`src/rtl/capture_pkg.sv`:
```
// Shared types and constants for the trigger-capture sequencer.
package capture_pkg;

    typedef enum logic [1:0] {
        IDLE    = 2'd0,
        ARMED   = 2'd1,
        CAPTURE = 2'd2,
        DRAIN   = 2'd3
    } cap_state_t;

    localparam int CAP_DW_DEF    = 8;
    localparam int CAP_DEPTH_DEF = 16;
    localparam int CAP_TS_W      = 16;

endpackage

```
`src/rtl/capture_buf.sv`:
```
// Burst sample buffer: DEPTH x DW registers, synchronous write, asynchronous read.
module capture_buf #(
    parameter int DW    = 8,
    parameter int DEPTH = 16,
    parameter int AW    = $clog2(DEPTH)
) (
    input  logic          i_clk,
    input  logic          i_we,
    input  logic [AW-1:0] i_waddr,
    input  logic [DW-1:0] i_wdata,
    input  logic [AW-1:0] i_raddr,
    output logic [DW-1:0] o_rdata
);

    logic [DW-1:0] r_mem [DEPTH];

    always_ff @(posedge i_clk) begin
        if (i_we) begin
            r_mem[i_waddr] <= i_wdata;
        end
    end

    assign o_rdata = r_mem[i_raddr];

endmodule

```
`src/rtl/capture_sequencer.sv`:
```
// Armed-capture-readout sequencer: arm, wait for trigger, capture a burst, drain over valid/ready.
// Define CAPTURE_TS_EN to add a free-running cycle counter and the o_trig_ts trigger timestamp.
//
// state   | meaning
// IDLE    | no transaction; arm latches the clamped burst length
// ARMED   | waiting for trigger; trigger captures sample 0
// CAPTURE | one sample written per cycle until index len-1
// DRAIN   | buffer presented on rd_valid/rd_data until index len-1 is accepted
module capture_sequencer
    import capture_pkg::*;
#(
    parameter int DW    = CAP_DW_DEF,
    parameter int DEPTH = CAP_DEPTH_DEF,
    parameter int CW    = $clog2(DEPTH) + 1
) (
    input  logic          i_clk,
    input  logic          i_rst_n,
    input  logic          i_arm,
    input  logic          i_abort,
    input  logic          i_trig,
    input  logic [DW-1:0] i_din,
    input  logic [CW-1:0] i_post_len,
    output logic          o_busy,
    output logic          o_armed,
    output logic          o_rd_valid,
    input  logic          i_rd_ready,
    output logic [DW-1:0] o_rd_data,
`ifdef CAPTURE_TS_EN
    output logic [CAP_TS_W-1:0] o_trig_ts,
`endif
    output logic          o_done
);

    localparam int            AW      = $clog2(DEPTH);
    localparam logic [CW-1:0] ONE     = CW'(1);
    localparam logic [CW-1:0] LEN_MAX = CW'(DEPTH);

    cap_state_t    r_state;
    cap_state_t    w_state_nxt;
    logic [CW-1:0] r_len;
    logic [CW-1:0] r_wr_cnt;
    logic [CW-1:0] r_rd_cnt;
    logic          r_done;
    logic [CW-1:0] w_len_clamped;
    logic          w_trig_go;
    logic          w_wr_en;
    logic          w_last_wr;
    logic          w_hs;
    logic          w_last_rd;
    logic [DW-1:0] w_buf_rdata;

    always_comb begin
        w_len_clamped = i_post_len;
        if (i_post_len == '0) begin
            w_len_clamped = ONE;
        end else if (i_post_len > LEN_MAX) begin
            w_len_clamped = LEN_MAX;
        end
    end

    // wr_cnt is still 0 in ARMED, so it doubles as the write address for sample 0
    assign w_trig_go = (r_state == ARMED) && i_trig;
    assign w_wr_en   = !i_abort && (w_trig_go || (r_state == CAPTURE));
    assign w_last_wr = (r_state == CAPTURE) && (r_wr_cnt == r_len - ONE);
    assign w_hs      = (r_state == DRAIN) && i_rd_ready;
    assign w_last_rd = w_hs && (r_rd_cnt == r_len - ONE);

    always_ff @(posedge i_clk or negedge i_rst_n) begin
        if (!i_rst_n) begin
            r_state <= IDLE;
        end else begin
            r_state <= w_state_nxt;
        end
    end

    always_comb begin
        w_state_nxt = r_state;
        case (r_state)
            IDLE:    if (i_arm) w_state_nxt = ARMED;
            ARMED:   if (i_trig) w_state_nxt = (r_len == ONE) ? DRAIN : CAPTURE;
            CAPTURE: if (w_last_wr) w_state_nxt = DRAIN;
            DRAIN:   if (w_last_rd) w_state_nxt = IDLE;
            default: w_state_nxt = IDLE;
        endcase
        if (i_abort) begin
            w_state_nxt = IDLE;
        end
    end

    always_ff @(posedge i_clk or negedge i_rst_n) begin
        if (!i_rst_n) begin
            r_len    <= ONE;
            r_wr_cnt <= '0;
            r_rd_cnt <= '0;
            r_done   <= 1'b0;
        end else if (i_abort) begin
            r_wr_cnt <= '0;
            r_rd_cnt <= '0;
            r_done   <= 1'b0;
        end else begin
            r_done <= w_last_rd;
            if ((r_state == IDLE) && i_arm) begin
                r_len <= w_len_clamped;
            end
            if (w_last_rd) begin
                r_wr_cnt <= '0;
                r_rd_cnt <= '0;
            end else begin
                if (w_wr_en) r_wr_cnt <= r_wr_cnt + ONE;
                if (w_hs)    r_rd_cnt <= r_rd_cnt + ONE;
            end
        end
    end

    capture_buf #(
        .DW    (DW),
        .DEPTH (DEPTH),
        .AW    (AW)
    ) u_buf (
        .i_clk   (i_clk),
        .i_we    (w_wr_en),
        .i_waddr (r_wr_cnt[AW-1:0]),
        .i_wdata (i_din),
        .i_raddr (r_rd_cnt[AW-1:0]),
        .o_rdata (w_buf_rdata)
    );

    assign o_busy     = (r_state != IDLE);
    assign o_armed    = (r_state == ARMED);
    assign o_rd_valid = (r_state == DRAIN);
    assign o_rd_data  = o_rd_valid ? w_buf_rdata : '0;
    assign o_done     = r_done;

`ifdef CAPTURE_TS_EN
    logic [CAP_TS_W-1:0] r_ts_cnt;
    logic [CAP_TS_W-1:0] r_trig_ts;

    always_ff @(posedge i_clk or negedge i_rst_n) begin
        if (!i_rst_n) begin
            r_ts_cnt  <= '0;
            r_trig_ts <= '0;
        end else begin
            r_ts_cnt <= r_ts_cnt + CAP_TS_W'(1);
            if (w_trig_go && !i_abort) begin
                r_trig_ts <= r_ts_cnt;
            end
        end
    end

    assign o_trig_ts = r_trig_ts;
`endif

endmodule

```
`config.mk`:
```
export PLATFORM = sky130hd
export DESIGN_NAME = capture_sequencer
export DESIGN_NICKNAME = d
export VERILOG_FILES = /design/src/rtl/capture_pkg.sv /design/src/rtl/capture_buf.sv /design/src/rtl/capture_sequencer.sv
export SDC_FILE = /design/constraint.sdc
export NUM_CORES = 1
export LEC_CHECK = 0
export ABC_AREA = 1
export CAP_MARGIN = 10
export CORE_MARGIN = 3
export CORE_UTILIZATION = 46
export CTS_BUF_LIST = sky130_fd_sc_hd__clkbuf_8 sky130_fd_sc_hd__clkbuf_16
export CTS_CLUSTER_DIAMETER = 60
export CTS_CLUSTER_SIZE = 28
export DETAILED_ROUTE_END_ITERATION = 6
export SYNTH_ARGS = -nofsm -noshare
export SYNTH_HDL_FRONTEND = slang
export SYNTH_SLANG_ARGS = --single-unit
```
`constraint.sdc`:
```
create_clock -name i_clk -period 5.75 [get_ports i_clk]
set_input_delay 0.575 -clock i_clk [delete_from_list [all_inputs] [get_ports i_clk]]
set_output_delay 0.575 -clock i_clk [all_outputs]
set_load 0.01 [all_outputs]
```
Yosys cells after proc, flatten, opt, wreduce, memory -nomap -nowiden
Memories as Yosys holds them, arrays and structs flattened.
Cells that the tools add are included.
{"block": "word_totals", "reg_bits": 18, "latchBits": 0, "mem_bits_rw": 128, "rom_bits": 0, "input_bits": 19, "out_inout_bits": 12, "elab_cells": 55, "n_memories": 1}
{"memory": "u_buf.r_mem", "depth": 16, "word_bits": 8, "rd": 1, "rd_ports_with_merged_regs": 0, "wr": 1, "line_no": "capture_buf.sv:15", "source": "logic [DW-1:0] r_mem [DEPTH];"}
{"block": "classes", "addsub": 3, "n_mul": 0, "div": 0, "order_cmp": 1, "eq_ne": 10, "shifts": 0, "n_mux": 19, "n_bitwise": 1, "n_reduce_logical": 15}
{"operator": "2-to-1 mux 5 bit", "count": 8}
{"operator": "adder 5 x 1 -> 5 bit (second input constant)", "count": 2}
{"operator": "== test 5 bit", "count": 2}
{"operator": "2-to-1 mux 2 bit", "count": 5}
{"operator": "!= test 3 bit (second input constant)", "count": 3}
{"operator": "2-to-1 mux 8 bit", "count": 1}
{"operator": "one-hot mux 2 bit (4 select lines)", "count": 1}
{"operator": "logical AND 1 bit", "count": 6}
{"operator": "nonzero test 3 bit", "count": 2}
{"operator": "== test 5 x 1 -> 1 bit (second input constant)", "count": 1}
{"operator": "> comparator 5 bit (second input constant)", "count": 1}
{"operator": "logical NOT 5 bit", "count": 1}
{"operator": "subtractor 5 x 1 -> 5 bit (second input constant)", "count": 1}
{"operator": "== test 2 bit (second input constant)", "count": 2}
{"operator": "2-to-1 mux 1 bit", "count": 4}
{"operator": "AND reduction 4 bit", "count": 1}
{"operator": "!= test 3 x 2 -> 1 bit (second input constant)", "count": 1}
{"operator": "== test 2 x 1 -> 1 bit (second input constant)", "count": 1}
{"operator": "logical NOT 2 bit", "count": 1}
{"operator": "AND reduction 2 bit", "count": 1}
{"operator": "nonzero test 2 bit", "count": 1}
{"operator": "logical NOT 1 bit", "count": 1}
{"operator": "logical OR 1 bit", "count": 1}
{"operator": "NOT 1 bit", "count": 1}

Longest topological paths before layout
Gate-level depths: netlist of run 1.
{"block": "depth", "word_depth": 7, "depth_mapped": 12, "mapped_depth_nobuf": 12}

Modules after synthesis
A second synthesis of run 1 with hierarchy kept.
{"block": "unflattened", "hier_cells": 733, "hier_area_um2": 6954.2}
{"module": "capture_buf", "n_inst": 1, "cells_each": 543, "area_per_inst_um2": 5606.6, "seq_area_each_um2": 3843.7}
{"module": "capture_sequencer", "n_inst": 1, "cells_each": 190, "area_per_inst_um2": 1347.5, "seq_area_each_um2": 451.7}

Least setup slack after synthesis of run 1
No wires, ideal clock.
{"block": "synth_path", "path_type": "register to register", "start": "register r_state[1]", "end": "memory u_buf.r_mem[11][0] (enable)", "setup_ps": 383, "arrival_time_ps": 1873, "required_ps": 5367, "setup_slack_ps": 3494, "path_stages_with_launch": 7, "n_path_buf": 0, "synth_period_minus_slack_ps": 2256, "path_cell_list": "dfrtp_1 -> inv_1 -> ha_1 -> nand2_1 -> a21oi_4 -> clkinv_1 -> nor3_1"}
{"block": "synth_via", "elab_chain_len": 6, "elab_cells_between_ends": 7, "classes_between": "eq/ne: 2; mux: 2; reduce/logical: 3"}
{"element": "start, declared", "line_no": "capture_sequencer.sv:38", "source": "cap_state_t r_state;"}
{"element": "start signal, assigned", "line_no": "capture_sequencer.sv:72", "source": "r_state <= w_state_nxt;"}
{"element": "== test 2 x 1 -> 1 bit"}
{"element": "via o_armed", "line_no": "capture_sequencer.sv:24", "source": "output logic o_armed,"}
{"element": "logical AND 1 bit", "line_no": "capture_sequencer.sv:62", "source": "assign w_trig_go = (r_state == ARMED) && i_trig;"}
{"element": "logical OR 1 bit", "line_no": "capture_sequencer.sv:63", "source": "assign w_wr_en = !i_abort && (w_trig_go || (r_state == CAPTURE));"}
{"element": "logical AND 1 bit", "line_no": "capture_sequencer.sv:63"}
{"element": "2-to-1 mux 1 bit", "line_no": "capture_buf.sv:18", "source": "if (i_we) begin"}
{"element": "2-to-1 mux 1 bit (not written as such)", "line_no": "capture_buf.sv:19", "source": "r_mem[i_waddr] <= i_wdata;"}
{"element": "end, declared", "line_no": "capture_buf.sv:15"}
The timed path passes the listed nets, and every way through them passes these cells.

Worst setup path in the final report of run 1
{"block": "layout_path", "start": "register r_rd_cnt[0]", "end": "output o_rd_data[4]"}
{"block": "layout_via", "elab_chain_len": 2}
{"element": "start, declared", "line_no": "capture_sequencer.sv:42", "source": "logic [CW-1:0] r_rd_cnt;"}
{"element": "start signal, assigned", "line_no": "capture_sequencer.sv:110", "source": "if (w_hs) r_rd_cnt <= r_rd_cnt + ONE;"}
{"element": "memory (16 x 8 bit)"}
{"element": "2-to-1 mux 8 bit", "line_no": "capture_sequencer.sv:131", "source": "assign o_rd_data = o_rd_valid ? w_buf_rdata : '0;"}
{"element": "end, declared", "line_no": "capture_sequencer.sv:27", "source": "output logic [DW-1:0] o_rd_data,"}
Every way passes these cells.

==> flow_summary.json, run 1 <==
{
  "avgSynthCellArea_um2": 11.3,
  "overflow": 0,
  "rsz0062_at_grt": "no",
  "regArea_um2": 4300,
  "r2r-end": "u_buf.r_mem[11][1]",
  "setup_viol": 0,
  "hold_violations": 0,
  "drv_slew": 0,
  "cts_buffer_depth": 2,
  "ios": 31,
  "synth_top_area_share": 0.604,
  "netlist_instances": 565,
  "vias": 4343,
  "ant_nets": 0,
  "diodes": 0,
  "yosysSeqAreaShare": 0.675,
  "synth_area_leader_cell": "edfxtp_1",
  "area_delta_synth_final_pct": 16.2,
  "hp-class": "reg -> reg",
  "period_minus_slack_ns": 3.54,
  "path_buf_inv": 4,
  "totalWireLength_um": 15100,
  "min_to": "r_state[1]",
  "grt_pass1_vias": 4181,
  "avgViaCountPerCell": 5.53,
  "r2r_setup_slack_ns": 2.94,
  "post-route-period-util": 0.615,
  "coreArea_um2": 13400,
  "dieArea_um2": 15300,
  "clkSinkCount": 146,
  "status": "finished, final reports clean",
  "clk_latency_ns": 0.42,
  "cp_top_family": "buffers and inverters",
  "r2r_cells": 6,
  "end_kind": "primary output",
  "h-tree-depth": 4,
  "synth_nets": 596,
  "nFillCells": 1111,
  "final_util": 0.552,
  "tns_ns": 0,
  "synthFlopType": "edfxtp_1",
  "synthArstFlopShare": 0.123,
  "final_cell_mix": "edfxtp_1, nor2_1, nand2_1, o21ai_0, inv_1",
  "antenna_found_initial": 0,
  "cp-start-kind": "register",
  "clkTransAtPathRegs_ns": 0.06,
  "p_leak_nw": 2.65,
  "grt_max_degree": 68,
  "ys_top_cells_by_area": "edfxtp_1, dfrtp_1, nor2_1, o21ai_0, nand2_1",
  "grt_pass1_wl_um": 23200,
  "yosysWarnings": 0,
  "power_density_nw_per_um2": 417,
  "r2r-start": "r_state[1]",
  "cts_root_buf": "clkbuf_16",
  "synthesis.area_um2": 6370,
  "initial_core_util": 0.475,
  "tightestPinTransition_ns": 1.25,
  "hpwl_um": 9670,
  "ys_ff_latch": 146,
  "cts_made_buffers": 17,
  "drc": 0,
  "fmax_mhz": 283,
  "layout.nets": 628,
  "drv_cap": 0,
  "grt.total_usage": 0.208,
  "cts_resized": 0,
  "clock_skew_ns": 0.00815,
  "initialDrtViolationCount": 523,
  "arrival_ns": 2.96,
  "layout_commonest_cell": "edfxtp_1",
  "ir_worst_vdd_uv": 244,
  "die_y_um": 124,
  "path_class": "reg -> out",
  "drive_gt1_frac": 0.0755,
  "port_buffers": 30,
  "gp_congestion": 0.842,
  "wire_per_inst_um": 19.2,
  "max_stage_delay_ns": 0.56,
  "die_w_um": 124,
  "crit_fanout": 42,
  "path_cells": "clkinv_1 > buf_4 > o21ai_0 > o22ai_1 > nand2_1 > nand2_1 > inv_1 > a21oi_1 > clkdlybuf4s50_1",
  "dr.pass1.iters": 5,
  "min_from": "r_state[1]",
  "cts_tree": "done",
  "ys_types": 32,
  "holdBufCountCts": 0,
  "row_count": 42,
  "synth-edff-count": 128,
  "cp.required_ns": 5.18,
  "relSlewSlack": 0.161,
  "multiInputGateArea_um2": 1800,
  "worstHoldPathCells": 2,
  "cts_setup_buffers": 0,
  "path_common_cell": "nand2_1",
  "slowest_stage": "clkdlybuf4s50_1"
}
[per-stage QoR]
step | setup slack, ns | total power [mW] | cell area, um2 | instances | hold WS, ns
floorplan | 3.49 | 1.79 | 6370 | 565 | 0.279
global placement | 2.58 | 1.96 | 6780 | 750 | 0.561
detailed placement | 2.60 | 1.98 | 6790 | 751 | 0.564
CTS | 2.20 | 3.10 | 7380 | 782 | 0.577
global route | 1.90 | 3.25 | 7400 | 785 | 0.611
finish | 2.21 | 3.09 | 7400 | 785 | 0.578
[cell families (layout without fill, tap and decap cells)]
group / count (synthesis) / in the layout / synth area share
compound gates: 121 / 121 / 0.110
xor+xnor: 5 / 5 / 0.00688
fa+ha+maj: 12 / 12 / 0.0236
buf+inv: 63 / 107 / 0.0434
flops: 146 / 146 / 0.675
simple gates: 218 / 218 / 0.142
[area by class of cell]
type	instances	area share
Sequential cell	146	0.581
Tap cell	176	0.0298
Inverter	39	0.0198
Multi-Input combinational cell	356	0.243
Clock buffer	17	0.0575
Timing Repair Buffer	37	0.0463
Clock inverter	14	0.0233
[worst register-to-register path, delay by kind of cell, from the launching register on]
family	cells	cell delay, ns
AOI/OAI and AO/OA	1	0.23
and+or+nand+nor	2	1.14
buffers and inverters	2	0.39
adders and majority gates	1	0.23
DFF	1	0.43
[routing by layer]
metal  global-route usage  share of wire  up-vias  wire length [um]
met5                    0              0        -                 0
met4               0.0740          0.020        0               307
met3               0.0568          0.064       17               959
met2                0.320           0.47      170              7140
met1                0.288           0.44     2093              6660
li1                     -              -     2063                 -
[report_power, final]
group	switching [mW]	internal [mW]
Clock	0.403	0.714
Combinational	0.486	0.244
Sequential	0.0383	1.20
Total	0.927	2.16
[worst max-delay path by stage]
stage | from | endpoint | slack [ns] | depth (start not counted)
6_report | r_rd_cnt[0] | o_rd_data[4] | 2.21 | 9
5_1_grt | r_rd_cnt[0] | o_rd_data[4] | 1.90 | 9
4_1_cts | r_rd_cnt[0] | o_rd_data[4] | 2.20 | 9
3_5_place_dp | i_abort | u_buf.r_mem[11][1] | 2.60 | 4
3_3_place_gp | i_abort | u_buf.r_mem[4][1] | 2.58 | 4
2_1_floorplan | r_state[1] | u_buf.r_mem[11][0] | 3.49 | 6
[Yosys cell counts (6+ instances only)]
master / n
a21oi_1: 8
edfxtp_1: 128
nor3_1: 6
o22ai_1: 22
a31oi_1: 7
nor2_1: 106
dfrtp_1: 17
o211ai_1: 14
ha_1: 12
nand3_1: 27
clkbuf_1: 7
o21ai_0: 65
nand2_1: 67
buf_2: 11
inv_1: 35
[state kept, by name, indices dropped and copies added (netlist names)]
| name | cells |
|---|---|
| u_buf.r_mem | 128 |
| r_len | 5 |
| r_rd_cnt | 5 |
| r_wr_cnt | 5 |
| r_state | 2 |
| o_done | 1 |
No activity file was read; power rests on OpenSTA's default activity.
==> inputs of run 2 (changes only) <==
==> constraint.sdc (replaced) <==
create_clock -name i_clk -period 3.4 [get_ports i_clk]
set_input_delay 0.34 -clock i_clk [delete_from_list [all_inputs] [get_ports i_clk]]
set_output_delay 0.34 -clock i_clk [all_outputs]
set_load 0.01 [all_outputs]
==> flow_summary.json, run 2 (same netlist as run 1, synthesis figures left out) <==
{
  "drive_gt1_frac": 0.0968,
  "totalWireLength_um": 14800,
  "clk_latency_ns": 0.43,
  "max_stage_delay_ns": 0.60,
  "r2r-end": "u_buf.r_mem[5][7]",
  "cp.required_ns": 3.06,
  "cts_root_buf": "clkbuf_16",
  "status": "finished, final reports clean",
  "crit_end": "o_rd_data[1]",
  "fmax_mhz": 325,
  "die_w_um": 124,
  "end_kind": "primary output",
  "holdBufCountCts": 0,
  "place_ws_ns": 0.751,
  "regMostFlops": "u_buf.r_mem",
  "vias": 4349,
  "setup_viol": 0,
  "clock_skew_ns": 0.00775,
  "diodes": 0,
  "coreArea_um2": 13400,
  "worstSetupPathDepth": 6,
  "tightestPinTransition_ns": 0.883,
  "hp-class": "in -> async",
  "h-tree-depth": 4,
  "crit_fanout": 67,
  "gp_congestion": 0.847,
  "p_leak_nw": 2.66,
  "power_density_nw_per_um2": 683,
  "cp_top_family": "buffers and inverters",
  "drc": 0,
  "layout.nets": 638,
  "arrival_ns": 2.73,
  "drv_cap": 0,
  "ir_worst_vdd_uv": 351,
  "path_class": "reg -> out",
  "cts_setup_buffers": 0,
  "grt_max_degree": 68,
  "dieArea_um2": 15300,
  "initialDrtViolationCount": 436,
  "die_y_um": 124,
  "tns_ns": 0,
  "post-route-period-util": 0.904,
  "grt_pass1_wl_um": 23500,
  "ios": 31,
  "clkTransAtPathRegs_ns": 0.06,
  "area_delta_synth_final_pct": 17.0,
  "row_count": 42,
  "overflow": 0,
  "cts_resized": 0,
  "cts_tree": "done",
  "setup.worst_path.start": "r_rd_cnt[0]",
  "avgViaCountPerCell": 5.46,
  "dr.pass1.iters": 5,
  "antenna_found_initial": 0,
  "relSlewSlack": 0.409,
  "r2r_setup_slack_ns": 0.99,
  "rsz0062_at_grt": "no",
  "ant_nets": 0,
  "layout_commonest_cell": "edfxtp_1",
  "grt.total_usage": 0.211,
  "hpwl_um": 9860,
  "cp-start-kind": "register",
  "largest_reg_flops": 128,
  "path_cells": "buf_4 > o21ai_0 > o211ai_1 > nand3_1 > a31oi_1 > clkdlybuf4s50_1",
  "initial_core_util": 0.475,
  "final_cell_mix": "edfxtp_1, nor2_1, nand2_1, o21ai_0, inv_1",
  "r2r-start": "r_state[1]",
  "cts_made_buffers": 17,
  "port_buffers": 30,
  "clkSinkCount": 146,
  "slowest_stage": "clkdlybuf4s50_1",
  "path_buf_inv": 2,
  "period_minus_slack_ns": 3.07,
  "hold_violations": 0,
  "grt_pass1_vias": 4365,
  "drv_slew": 0,
  "cts_buffer_depth": 2,
  "wire_per_inst_um": 18.6,
  "setup_slack_ns": 0.326,
  "r2r_cells": 6
}
run 2: changes by cell type in the layout (fill, tap and decap cells not counted):
cell,before,now
inv_8,0,3
clkinv_4,2,0
bufinv_16,4,0
clkinv_2,4,1
buf_12,0,1
buf_2,4,0
clkinvlp_4,0,5
buf_4,3,16
inv_1,36,35
clkinv_1,5,3
inv_6,0,5
run 2: power by group:
part / internal [mW] / total [mW] / switching (mW)
clock: 0.951 / 1.71 / 0.762
sequential: 2.03 / 2.09 / 0.0652
combinational: 0.437 / 1.28 / 0.842
total: 3.42 / 5.09 / 1.67
run 2: stage by stage:
stage,power (mW),hold slack [ns],cells,area (um2),util
floorplan,3.03,0.0444,565,6370,-
global placement,3.38,0.547,764,6900,0.515
detailed placement,3.41,0.565,764,6900,0.515
CTS,5.12,0.416,796,7450,0.556
global route,5.38,0.460,796,7450,0.556
finish,5.09,0.405,796,7450,0.556
run 2: worst register-to-register path, stage by stage (launching register included):
cell and delay (ns):
dfrtp_1 0.44, inv_1 0.14, ha_1 0.23, nand2_1 0.11, a21oi_4 0.26, nand2_1 0.17
nor2_1 0.70
run 2: layout make-up:
class	count	area (um2)
clock inverters	15	124
inverters	39	146
fillers	1159	5950
multi-input cells	356	1800
flip-flops and latches	146	4300
repair buffers	47	440
well taps	176	220
clock buffers	17	425
run 2: metal layers:
layer	wire [um]	vias to the layer above	track usage
met1	6610	2133	0.286
li1	-	2093	-
met3	777	21	0.0431
met2	7150	102	0.334
met4	273	0	0.0907
met5	0	-	0
run 2: how the worst min path moves through the flow:
stage / startpoint / end / slack (ns)
final: i_rst_n / r_len[3] / 0.40
after global placement: r_state[1] / r_state[1] / 0.55
after CTS: i_rst_n / r_len[3] / 0.42
after detailed placement: r_state[0] / r_state[0] / 0.57
after floorplan: i_rst_n / o_done / 0.04
after global routing: i_rst_n / r_len[3] / 0.46
==> inputs of run 3 (changes only) <==
--- a/config.mk
+++ b/config.mk
@@ -7,6 +7,7 @@
 export LEC_CHECK = 0
 export ABC_AREA = 1
 export CAP_MARGIN = 10
+export CORE_ASPECT_RATIO = 1.5
 export CORE_MARGIN = 3
 export CORE_UTILIZATION = 46
 export CTS_BUF_LIST = sky130_fd_sc_hd__clkbuf_8 sky130_fd_sc_hd__clkbuf_16
==> flow_summary.json, run 3 (same netlist as run 1, synthesis figures left out) <==
{
  "status": "finished, final reports clean",
  "p_leak_nw": 2.68,
  "hold_violations": 0,
  "drive_gt1_frac": 0.101,
  "whs_ns": 0.420,
  "grt_max_degree": 68,
  "die_y_um": 150,
  "place_ws_ns": 0.631,
  "post-route-period-util": 0.925,
  "clk_latency_ns": 0.41,
  "antenna_found_initial": 0,
  "end_kind": "primary output",
  "diodes": 0,
  "cts_root_buf": "clkbuf_16",
  "overflow": 0,
  "largest_reg_flops": 128,
  "gp_congestion": 0.846,
  "drv_slew": 0,
  "grt_pass1_vias": 4422,
  "initial_core_util": 0.471,
  "cp.required_ns": 3.06,
  "arrival_ns": 2.80,
  "cts_tree": "done",
  "vias": 4376,
  "hpwl_um": 9690,
  "relSlewSlack": 0.380,
  "path_buf_inv": 3,
  "cts_buffer_depth": 2,
  "clock_skew_ns": 0.00830,
  "cts_made_buffers": 17,
  "path_cells": "inv_1 > buf_4 > o21ai_0 > o22ai_1 > nand2_1 > a31oi_1 > clkdlybuf4s50_1",
  "avgViaCountPerCell": 5.58,
  "slowest_stage": "clkdlybuf4s50_1",
  "grt_pass1_wl_um": 23300,
  "fmax_mhz": 318,
  "tightestPinTransition_ns": 0.926,
  "layout.nets": 640,
  "ant_nets": 0,
  "row_count": 52,
  "max_stage_delay_ns": 0.60,
  "cp_top_family": "buffers and inverters",
  "period_minus_slack_ns": 3.14,
  "drv_cap": 0,
  "cts_setup_buffers": 0,
  "ir_worst_vdd_uv": 470,
  "wire_per_inst_um": 18.9,
  "drc": 0,
  "dr.pass1.iters": 5,
  "cp-start-kind": "register",
  "h-tree-depth": 4,
  "die_w_um": 102,
  "setup_viol": 0,
  "ios": 31,
  "clkTransAtPathRegs_ns": 0.06,
  "dieArea_um2": 15300,
  "grt.total_usage": 0.207,
  "port_buffers": 30,
  "hp-class": "in -> async",
  "setup_slack_ns": 0.256,
  "rsz0062_at_grt": "no",
  "crit_fanout": 20,
  "regMostFlops": "u_buf.r_mem",
  "clkSinkCount": 146,
  "initialDrtViolationCount": 313,
  "coreArea_um2": 13500,
  "layout_commonest_cell": "edfxtp_1",
  "power_density_nw_per_um2": 690,
  "tns_ns": 0,
  "area_delta_synth_final_pct": 17.3,
  "path_class": "reg -> out",
  "totalWireLength_um": 14800,
  "final_cell_mix": "edfxtp_1, nor2_1, nand2_1, o21ai_0, inv_1"
}
-- run 3: cell types whose count changed in the layout (fill, tap and decap cells not counted), sizes merged --
cell | before | now
buf | 17 | 19
clkinv | 4 | 5
inv | 45 | 43
bufinv | 0 | 1
-- run 3: path summary, 6_finish.rpt --
kind	startpoint	end	slack, ns	cells past startpoint
worst max-delay path	r_rd_cnt[0]	o_rd_data[3]	0.26	7
worst min-delay path	i_rst_n	r_state[0]	0.42	1
worst max register to register	r_state[1]	u_buf.r_mem[9][2]	0.95	6
worst min register to register	r_state[0]	r_state[0]	0.57	2
max in group asynchronous	i_rst_n	r_rd_cnt[0]	2.39	1
min in group i_clk	i_post_len[1]	r_len[1]	0.51	3
-- run 3: layout make-up --
class / instances / area (um2)
Clock buffer: 17 / 425
Clock inverter: 15 / 144
Fill cell: 1130 / 6060
Inverter: 39 / 150
Multi-Input combinational cell: 356 / 1800
Sequential cell: 146 / 4300
Tap cell: 162 / 203
Timing Repair Buffer: 49 / 455
-- run 3: per-layer routing --
layer	vias up	wire length, um	part of all wire	track usage
li1	2092	-	-	-
met1	2131	5850	0.39	0.241
met2	122	7810	0.53	0.353
met3	31	649	0.044	0.0491
met4	0	509	0.034	0.103
met5	-	0	0	0
-- run 3: through the flow --
stage	cells	total power [mW]	instance area [um2]	util
after floorplan	565	3.03	6370	-
after global placement	752	3.38	6900	0.510
after detailed placement	752	3.42	6900	0.510
after CTS	784	5.20	7470	0.552
after global routing	784	5.44	7470	0.552
final	784	5.15	7470	0.552
-- run 3: power breakdown --
part / total (mW) / leakage [nW] / internal [mW] / switching (mW)
Clock: 1.78 / 0.269 / 1.02 / 0.759
Sequential: 2.09 / 1.39 / 2.03 / 0.0629
Combinational: 1.28 / 1.02 / 0.438 / 0.841
Total: 5.15 / 2.68 / 3.49 / 1.66
-- run 3: repair_timing --
action | 4_1_cts | 5_1_grt
setup endpoints to repair | 0 | 1
hold buffers | 0 | 0
resized for setup | 0 | 1
